`src/rtl/rom_arbiter_pkg.sv`:
```
// Shared types and constants for the two-port ROM arbiter.
// State encoding, port identifiers and the grant encoding helper live here.
package rom_arbiter_pkg;

    typedef enum logic [1:0] {
        IDLE = 2'd0,
        READ = 2'd1,
        RESP = 2'd2
    } state_t;

    localparam logic PORT_IF = 1'b0;
    localparam logic PORT_DM = 1'b1;

    // Bit index of the one-hot grant equals the port id.
    function automatic logic [1:0] port_onehot(input logic port);
        return port ? 2'b10 : 2'b01;
    endfunction

endpackage

```
`src/rtl/rr_arbiter2.sv`:
```
// Two-requester round-robin arbiter: a lone request wins outright, a tie goes
// to the requester that was not served last. Purely combinational.
module rr_arbiter2
    import rom_arbiter_pkg::*;
(
    input  logic [1:0] req,
    input  logic       last,
    output logic [1:0] gnt
);

    always_comb begin
        gnt = 2'b00;
        if (req == 2'b11) begin
            gnt = port_onehot(~last);
        end else begin
            gnt = req;
        end
    end

endmodule

```
`src/rtl/rom_arbiter.sv`:
```
// Shares one combinational ROM between an instruction-fetch and a data-load port.
// Each access takes grant -> READ -> RESP; a new grant may overlap the RESP cycle.
module rom_arbiter
    import rom_arbiter_pkg::*;
#(
    parameter int ADDR_BITS = 32,
    parameter int DATA_BITS = 32,
    parameter int ROM_DEPTH = 1024
) (
    input  logic                 clk,
    input  logic                 rst,
    input  logic                 if_req,
    input  logic [ADDR_BITS-1:0] if_addr,
    output logic                 if_gnt,
    output logic                 if_rvalid,
    output logic [DATA_BITS-1:0] if_rdata,
    input  logic                 dm_req,
    input  logic [ADDR_BITS-1:0] dm_addr,
    output logic                 dm_gnt,
    output logic                 dm_rvalid,
    output logic [DATA_BITS-1:0] dm_rdata,
    output logic                 err,
    output logic [ADDR_BITS-1:0] rom_addr,
    output logic                 rom_sel,
    input  logic [DATA_BITS-1:0] rom_dout,
    output state_t               dbg_state
);

    localparam logic [ADDR_BITS-1:0] DEPTH_A = ADDR_BITS'(ROM_DEPTH);

    state_t                 state_q, state_d;
    logic [ADDR_BITS-1:0]   addr_q;
    logic                   port_q;
    logic                   oor_q;
    logic                   last_q;

    logic [1:0]             req_v;
    logic [1:0]             win;
    logic                   accept;
    logic                   win_port;
    logic [ADDR_BITS-1:0]   win_addr;
    logic [DATA_BITS-1:0]   cap_data;

    assign req_v = {dm_req, if_req};

    rr_arbiter2 u_rr (
        .req  (req_v),
        .last (last_q),
        .gnt  (win)
    );

    assign win_port  = win[1] ? PORT_DM : PORT_IF;
    assign win_addr  = win[1] ? dm_addr : if_addr;
    // Out-of-range reads return zero rather than whatever the ROM drives.
    assign cap_data  = oor_q ? '0 : rom_dout;
    assign dbg_state = state_q;

    // Grants are gated by rst so nothing is accepted while reset is held.
    always_comb begin
        state_d  = state_q;
        accept   = 1'b0;
        rom_sel  = 1'b0;
        rom_addr = '0;
        case (state_q)
            IDLE, RESP: begin
                if (!rst && (win != 2'b00)) begin
                    accept  = 1'b1;
                    state_d = READ;
                end else begin
                    state_d = IDLE;
                end
            end
            READ: begin
                rom_sel  = !oor_q;
                rom_addr = addr_q;
                state_d  = RESP;
            end
            default: state_d = IDLE;
        endcase
    end

    assign if_gnt    = accept & win[0];
    assign dm_gnt    = accept & win[1];
    assign if_rvalid = (state_q == RESP) && (port_q == PORT_IF);
    assign dm_rvalid = (state_q == RESP) && (port_q == PORT_DM);
    assign err       = (state_q == RESP) && oor_q;

    always_ff @(posedge clk or posedge rst) begin
        if (rst) begin
            state_q  <= IDLE;
            addr_q   <= '0;
            port_q   <= PORT_IF;
            oor_q    <= 1'b0;
            last_q   <= PORT_DM;
            if_rdata <= '0;
            dm_rdata <= '0;
        end else begin
            state_q <= state_d;
            if (accept) begin
                addr_q <= win_addr;
                port_q <= win_port;
                oor_q  <= (win_addr >= DEPTH_A);
                last_q <= win_port;
            end
            if (state_q == READ) begin
                if (port_q == PORT_IF) begin
                    if_rdata <= cap_data;
                end else begin
                    dm_rdata <= cap_data;
                end
            end
        end
    end

endmodule
```
`config.mk`:
```
export PLATFORM = sky130hd
export DESIGN_NAME = rom_arbiter
export DESIGN_NICKNAME = d
export VERILOG_FILES = /design/src/rtl/rom_arbiter_pkg.sv /design/src/rtl/rr_arbiter2.sv /design/src/rtl/rom_arbiter.sv
export SDC_FILE = /design/constraint.sdc
export NUM_CORES = 1
export LEC_CHECK = 0
export CORE_ASPECT_RATIO = 1.25
export CORE_MARGIN = 2
export CORE_UTILIZATION = 45
export CTS_BUF_LIST = sky130_fd_sc_hd__clkbuf_16
export DETAILED_ROUTE_END_ITERATION = 16
export PLACE_DENSITY = 0.84
export REMOVE_ABC_BUFFERS = 1
export SYNTH_ARGS = -nofsm -noshare
export SYNTH_HDL_FRONTEND = slang
export SYNTH_SLANG_ARGS = --single-unit
```
`constraint.sdc`:
```
create_clock -name clk -period 5.35 [get_ports clk]
set_clock_uncertainty 0.15 [all_clocks]
set_input_delay 1.3375 -clock clk [delete_from_list [all_inputs] [get_ports clk]]
set_output_delay 1.3375 -clock clk [all_outputs]
set_load 0.005 [all_outputs]
```
==> flow_summary.toml, run 1 <==
[clock_tree]
cts_buffers = 9
cts-root-buf = "clkbuf_16"
clkTransAtPathRegs_ns = 0.06
ctsResizeCount = 0
cts_setup_buffers = 0
cts_tree = "done"
clk_path_buf_depth = 2
clk_latency_ns = 0.33
htreeDepth = 3
cts_sinks = 101
holdBufCountCts = 0

[layout]
fin_area_mm2 = 0.00686
finalNetCount = 742
area_growth_pct = 53.5
drive_above_1_share_pct = 4.17
diodes = 0

[logic_synthesis]
synth_area_leaders = "dfrtp_1, o21ai_1, nand2_1, mux2i_1, and2_1"
seq_area_frac_synth_pct = 56.6
syn_area_per_cell_um2 = 9.83
synthArstFlopShare_pct = 100
synth_seq_cells = 101
synth_warnings = 0
yosys-top-cells-count = "dfrtp_1, nand2_1, o21ai_1, and2_1, nand2b_1"
synth_edf_count = 0
yosys_most_used_dff = "dfrtp_1"
syn_area_mm2 = 0.00447
yosysMostFrequentCell = "dfrtp_1"
synth.distinct_cells = 27
yosys.area.top_type = "dfrtp_1"
syn_inst = 455
yosysTopAreaCellShare_pct = 56.0

[global_routing]
grt.overflow.total = 0
grt_pass1_wl_um = 17700
grt_pass1_vias = 3734
antenna_found_initial = 0
grt.total_usage_pct = 21.0
grt_max_degree = 89

[timing]
rsz0062_at_grt = "no"
tightest_slew_ns = 1.14
timing.final.crit_period_ns = 4.30
hold_viol = 0
finalCritPeriodShare_pct = 80.3
setup_ws_ns = 1.05
max_slew_margin_pct = 24.3
fin_setup_tns_ns = 0
slew_violations = 0
setup_violations = 0
fmax_mhz = 233

[die]
rows = 40
initial_utilization_pct = 46.3
die_area_mm2 = 0.0108
core-area_mm2 = 0.00966
dieHeight_um = 115
ios = 204
die_x_um = 93.2

[drt]
wirelength_um = 11200
drt_pass1_iterations = 4
post_drt_wl_per_cell_um = 14.4
antenna_left = 0
via_count = 3855
drcViolationCount = 0
viasPerCell = 4.99
drt_iter0_drc = 131

[setup_path]
cp-end-kind = "output pin"
r2r_start = "dbg_state[0]"
arrival_ns = 2.81
crit_type = "in2out"
cp_data_required_time_ns = 3.86
rrSetupSlack_ns = 2.39
r2r-end = "dm_rdata[26]"
worst-path-max-fanout = 3
setup.worst_path.start_class = "input port"
critical_path.startpoint = "rst"
reg2regPathDepth = 4
critPathCapture = "if_gnt"

[placement]
dp_hpwl_um = 8330
pre_cts_ws_ns = 1.04
place.gp.congestion = 0.802
io_buffers = 203
placed_area_mm2 = 0.00657

[power_and_ir_drop]
power_density_mw_per_mm2 = 264
vdd_drop_max_v = 0.000134
p_total_uw = 1810
power.leakage_uw = 0.00285

[run]
cap_viol_max_count = 0

[worst_hold_path]
min_path_cells = 2
worst_hold_path_type = "reg2reg"

[run_status]
status = "completed"
-- worst min path at each step --
stage	end	startpoint	slack (ns)
detailed placement	addr_q[10]	addr_q[10]	0.32
finish	addr_q[7]	addr_q[7]	0.33
CTS	addr_q[10]	addr_q[10]	0.33
global placement	addr_q[17]	addr_q[17]	0.31
global route	addr_q[24]	addr_q[24]	0.36
floorplan	addr_q[0]	addr_q[0]	0.30
-- cells by family after synthesis --
group	synth area share [%]
flops	56.6
buf+inv	3.61
compound gates	12.0
mux	7.16
simple gates	20.6
-- cell usage in the layout, fill, tap and decap left out, drive strengths merged, types with 2 or more instances in the layout --
cell type      instances
clkdlybuf4s50        203
inv                    7
o21ai                 97
and3b                  2
or4                    2
mux2i                 32
a21o                   2
nor2b                  2
clkbuf                 9
dfrtp                100
a21oi                  2
buf                    4
nand2                 98
and2                  33
nand2b                33
nor2                   2
nor4                   9
-- sequential cells by signal (all words and copies together), names as in the netlist --
register / count
if_rdata: 32
last_q: 1
addr_q: 32
dbg_state: 2
dm_rdata: 32
port_q: 1
oor_q: 1
-- critical path, stage by stage --
cell and delay (ns):
clkdlybuf4s50_1 0.46, nor2_1 0.26, nand2_1 0.10, a21oi_1 0.12, clkdlybuf4s50_1 0.52
-- stage by stage --
| stage | std cells | utilization [%] | hold slack, ns |
|---|---|---|---|
| floorplan | 424 | - | 0.297 |
| global placement | 757 | 68.0 | 0.310 |
| detailed placement | 757 | 68.0 | 0.317 |
| CTS | 773 | 71.1 | 0.331 |
| global route | 773 | 71.1 | 0.358 |
| finish | 773 | 71.1 | 0.327 |
-- metal layers --
| layer | global-route usage, % | wire length, µm | vias to the layer above |
|---|---|---|---|
| li1 | - | - | 1900 |
| met1 | 25.8 | 4670 | 1758 |
| met2 | 34.9 | 5200 | 185 |
| met3 | 6.57 | 1100 | 12 |
| met4 | 7.65 | 186 | 0 |
| met5 | 0 | 0 | - |
-- power by group --
group / internal [µW] / switching (µW) / total [µW]
Sequential: 827 / 34.0 / 861
Clock: 361 / 270 / 631
Combinational: 180 / 139 / 319
-- area by class of cell --
cell class,instances,area [µm²]
inverter,3,13.8
sequential,101,2530
clock inverter,7,66.3
clock buffer,9,225
fill,674,2800
tap,126,158
timing repair buffer,207,2060
multi-input combinational,320,1810
No activity file was read; power rests on OpenSTA's default activity.
==> inputs of run 2 (changes only) <==
CORE_UTILIZATION = 42   (was 45)
PLACE_DENSITY = 0.79   (was 0.84)
clock period = 4.3 ns   (was 5.35 ns; I/O delays follow)
==> flow_summary.toml, run 2 (same netlist as run 1, synthesis figures left out) <==
[run_status]
status = "completed"

[layout]
multiInputGateArea_mm2 = 0.00181
final_cell_mix = "clkdlybuf4s50_1, dfrtp_1, nand2_1"
diodes = 0
area_growth_pct = 53.3
fillers = 834
final_core_util_pct = 65.5
final_cell_count_no_fill = 780
finalNetCount = 744
fin_area_mm2 = 0.00685
regArea_mm2 = 0.00253
drive_above_1_share_pct = 4.32
reg.largest.list = "addr_q: 32 flops, dm_rdata: 32 flops, if_rdata: 32 flops"
final_common_cell = "clkdlybuf4s50_1"

[drt]
viasPerCell = 5.05
drt_pass1_iterations = 4
wirelength_um = 11400
via_count = 3939
drcViolationCount = 0
drt_iter0_drc = 105
antenna_left = 0
post_drt_wl_per_cell_um = 14.6

[timing]
setup_violations = 0
rsz0062_at_grt = "no"
tightest_slew_ns = 1.15
fmax_mhz = 265
finalCritPeriodShare_pct = 87.8
fin_setup_tns_ns = 0
timing.final.crit_period_ns = 3.78
max_slew_margin_pct = 23.6
slew_violations = 0
hold_viol = 0

[placement]
dp_hpwl_um = 8640
io_buffers = 203
place.gp.congestion = 0.816
placed_area_mm2 = 0.00660
post-place-cells = 765

[setup_path]
arrival_ns = 2.55
r2r_start = "dbg_state[0]"
crit_type = "in2out"
reg2regPathDepth = 4
r2r-end = "if_rdata[26]"
rrSetupSlack_ns = 2.29
cp-end-kind = "output pin"
cp_data_required_time_ns = 3.07
worst-path-max-fanout = 3
setup.worst_path.start_class = "input port"

[global_routing]
grt.overflow.total = 0
grt_pass1_vias = 3900
grt_pass1_wl_um = 18300
grt_max_degree = 78
grt.total_usage_pct = 20.4
antenna_found_initial = 0

[clock_tree]
clkTransAtPathRegs_ns = 0.06
clk_path_buf_depth = 2
cts_buffers = 9
cts-root-buf = "clkbuf_16"
clk_latency_ns = 0.33
ctsResizeCount = 0
htreeDepth = 3
cts_setup_buffers = 0
holdBufCountCts = 0
cts_tree = "done"
cts_sinks = 101

[run]
cap_viol_max_count = 0

[worst_hold_path]
hold_path_end = "addr_q[27]"
hp-start = "addr_q[27]"
worst_hold_path_type = "reg2reg"
min_path_cells = 2

[die]
core-area_mm2 = 0.0105
ios = 204
die_x_um = 96.3
initial_utilization_pct = 42.7
rows = 42
dieHeight_um = 119
die_area_mm2 = 0.0115

[power_and_ir_drop]
power.leakage_uw = 0.00284
vdd_drop_max_v = 0.000163
power_density_mw_per_mm2 = 318
==> run 2: metrics by stage <==
| stage | total power (µW) | setup WS [ns] | hold WS [ns] |
|---|---|---|---|
| after global routing | 2290 | 0.434 | 0.352 |
| after global placement | 1480 | 0.568 | 0.309 |
| after detailed placement | 1500 | 0.510 | 0.317 |
| final | 2180 | 0.524 | 0.328 |
| after CTS | 2210 | 0.508 | 0.331 |
| after floorplan | 1250 | -0.727 | 0.297 |
==> run 2: per-layer routing <==
layer | track usage (%) | wire length [µm] | vias to the layer above
met5 | 0 | 0 | -
met3 | 6.83 | 1320 | 18
met4 | 9.46 | 277 | 0
met1 | 24.8 | 4520 | 1814
met2 | 32.3 | 5280 | 197
li1 | - | - | 1910
==> run 2: how the worst max path moves through the flow <==
stage / startpoint / endpoint / slack (ns)
finish: dm_req / dm_gnt / 0.52
floorplan: dm_req / dm_gnt / -0.73
global route: rst / dm_gnt / 0.43
global placement: rst / if_gnt / 0.57
CTS: dm_req / dm_gnt / 0.51
detailed placement: dm_req / dm_gnt / 0.51
==> run 2: worst max-delay path, stage by stage <==
cell and delay [ns]:
clkdlybuf4s50_1 0.56, a21boi_4 0.21, and2_1 0.19, clkdlybuf4s50_1 0.52
==> run 2: report_power, final <==
group | switching (µW) | total, µW | internal, µW | leakage [µW]
sequential | 43.1 | 1070 | 1030 | 0.00134
clock | 321 | 704 | 382 | 0.000128
combinational | 175 | 401 | 226 | 0.00137
==> run 2: layout make-up <==
type	count	share of cell area [%]
clock buffer	9	3.29
clock inverter	6	0.475
inverter	3	0.201
multi-input combinational	320	26.4
sequential	101	36.9
tap	132	2.41
timing repair buffer	209	30.3
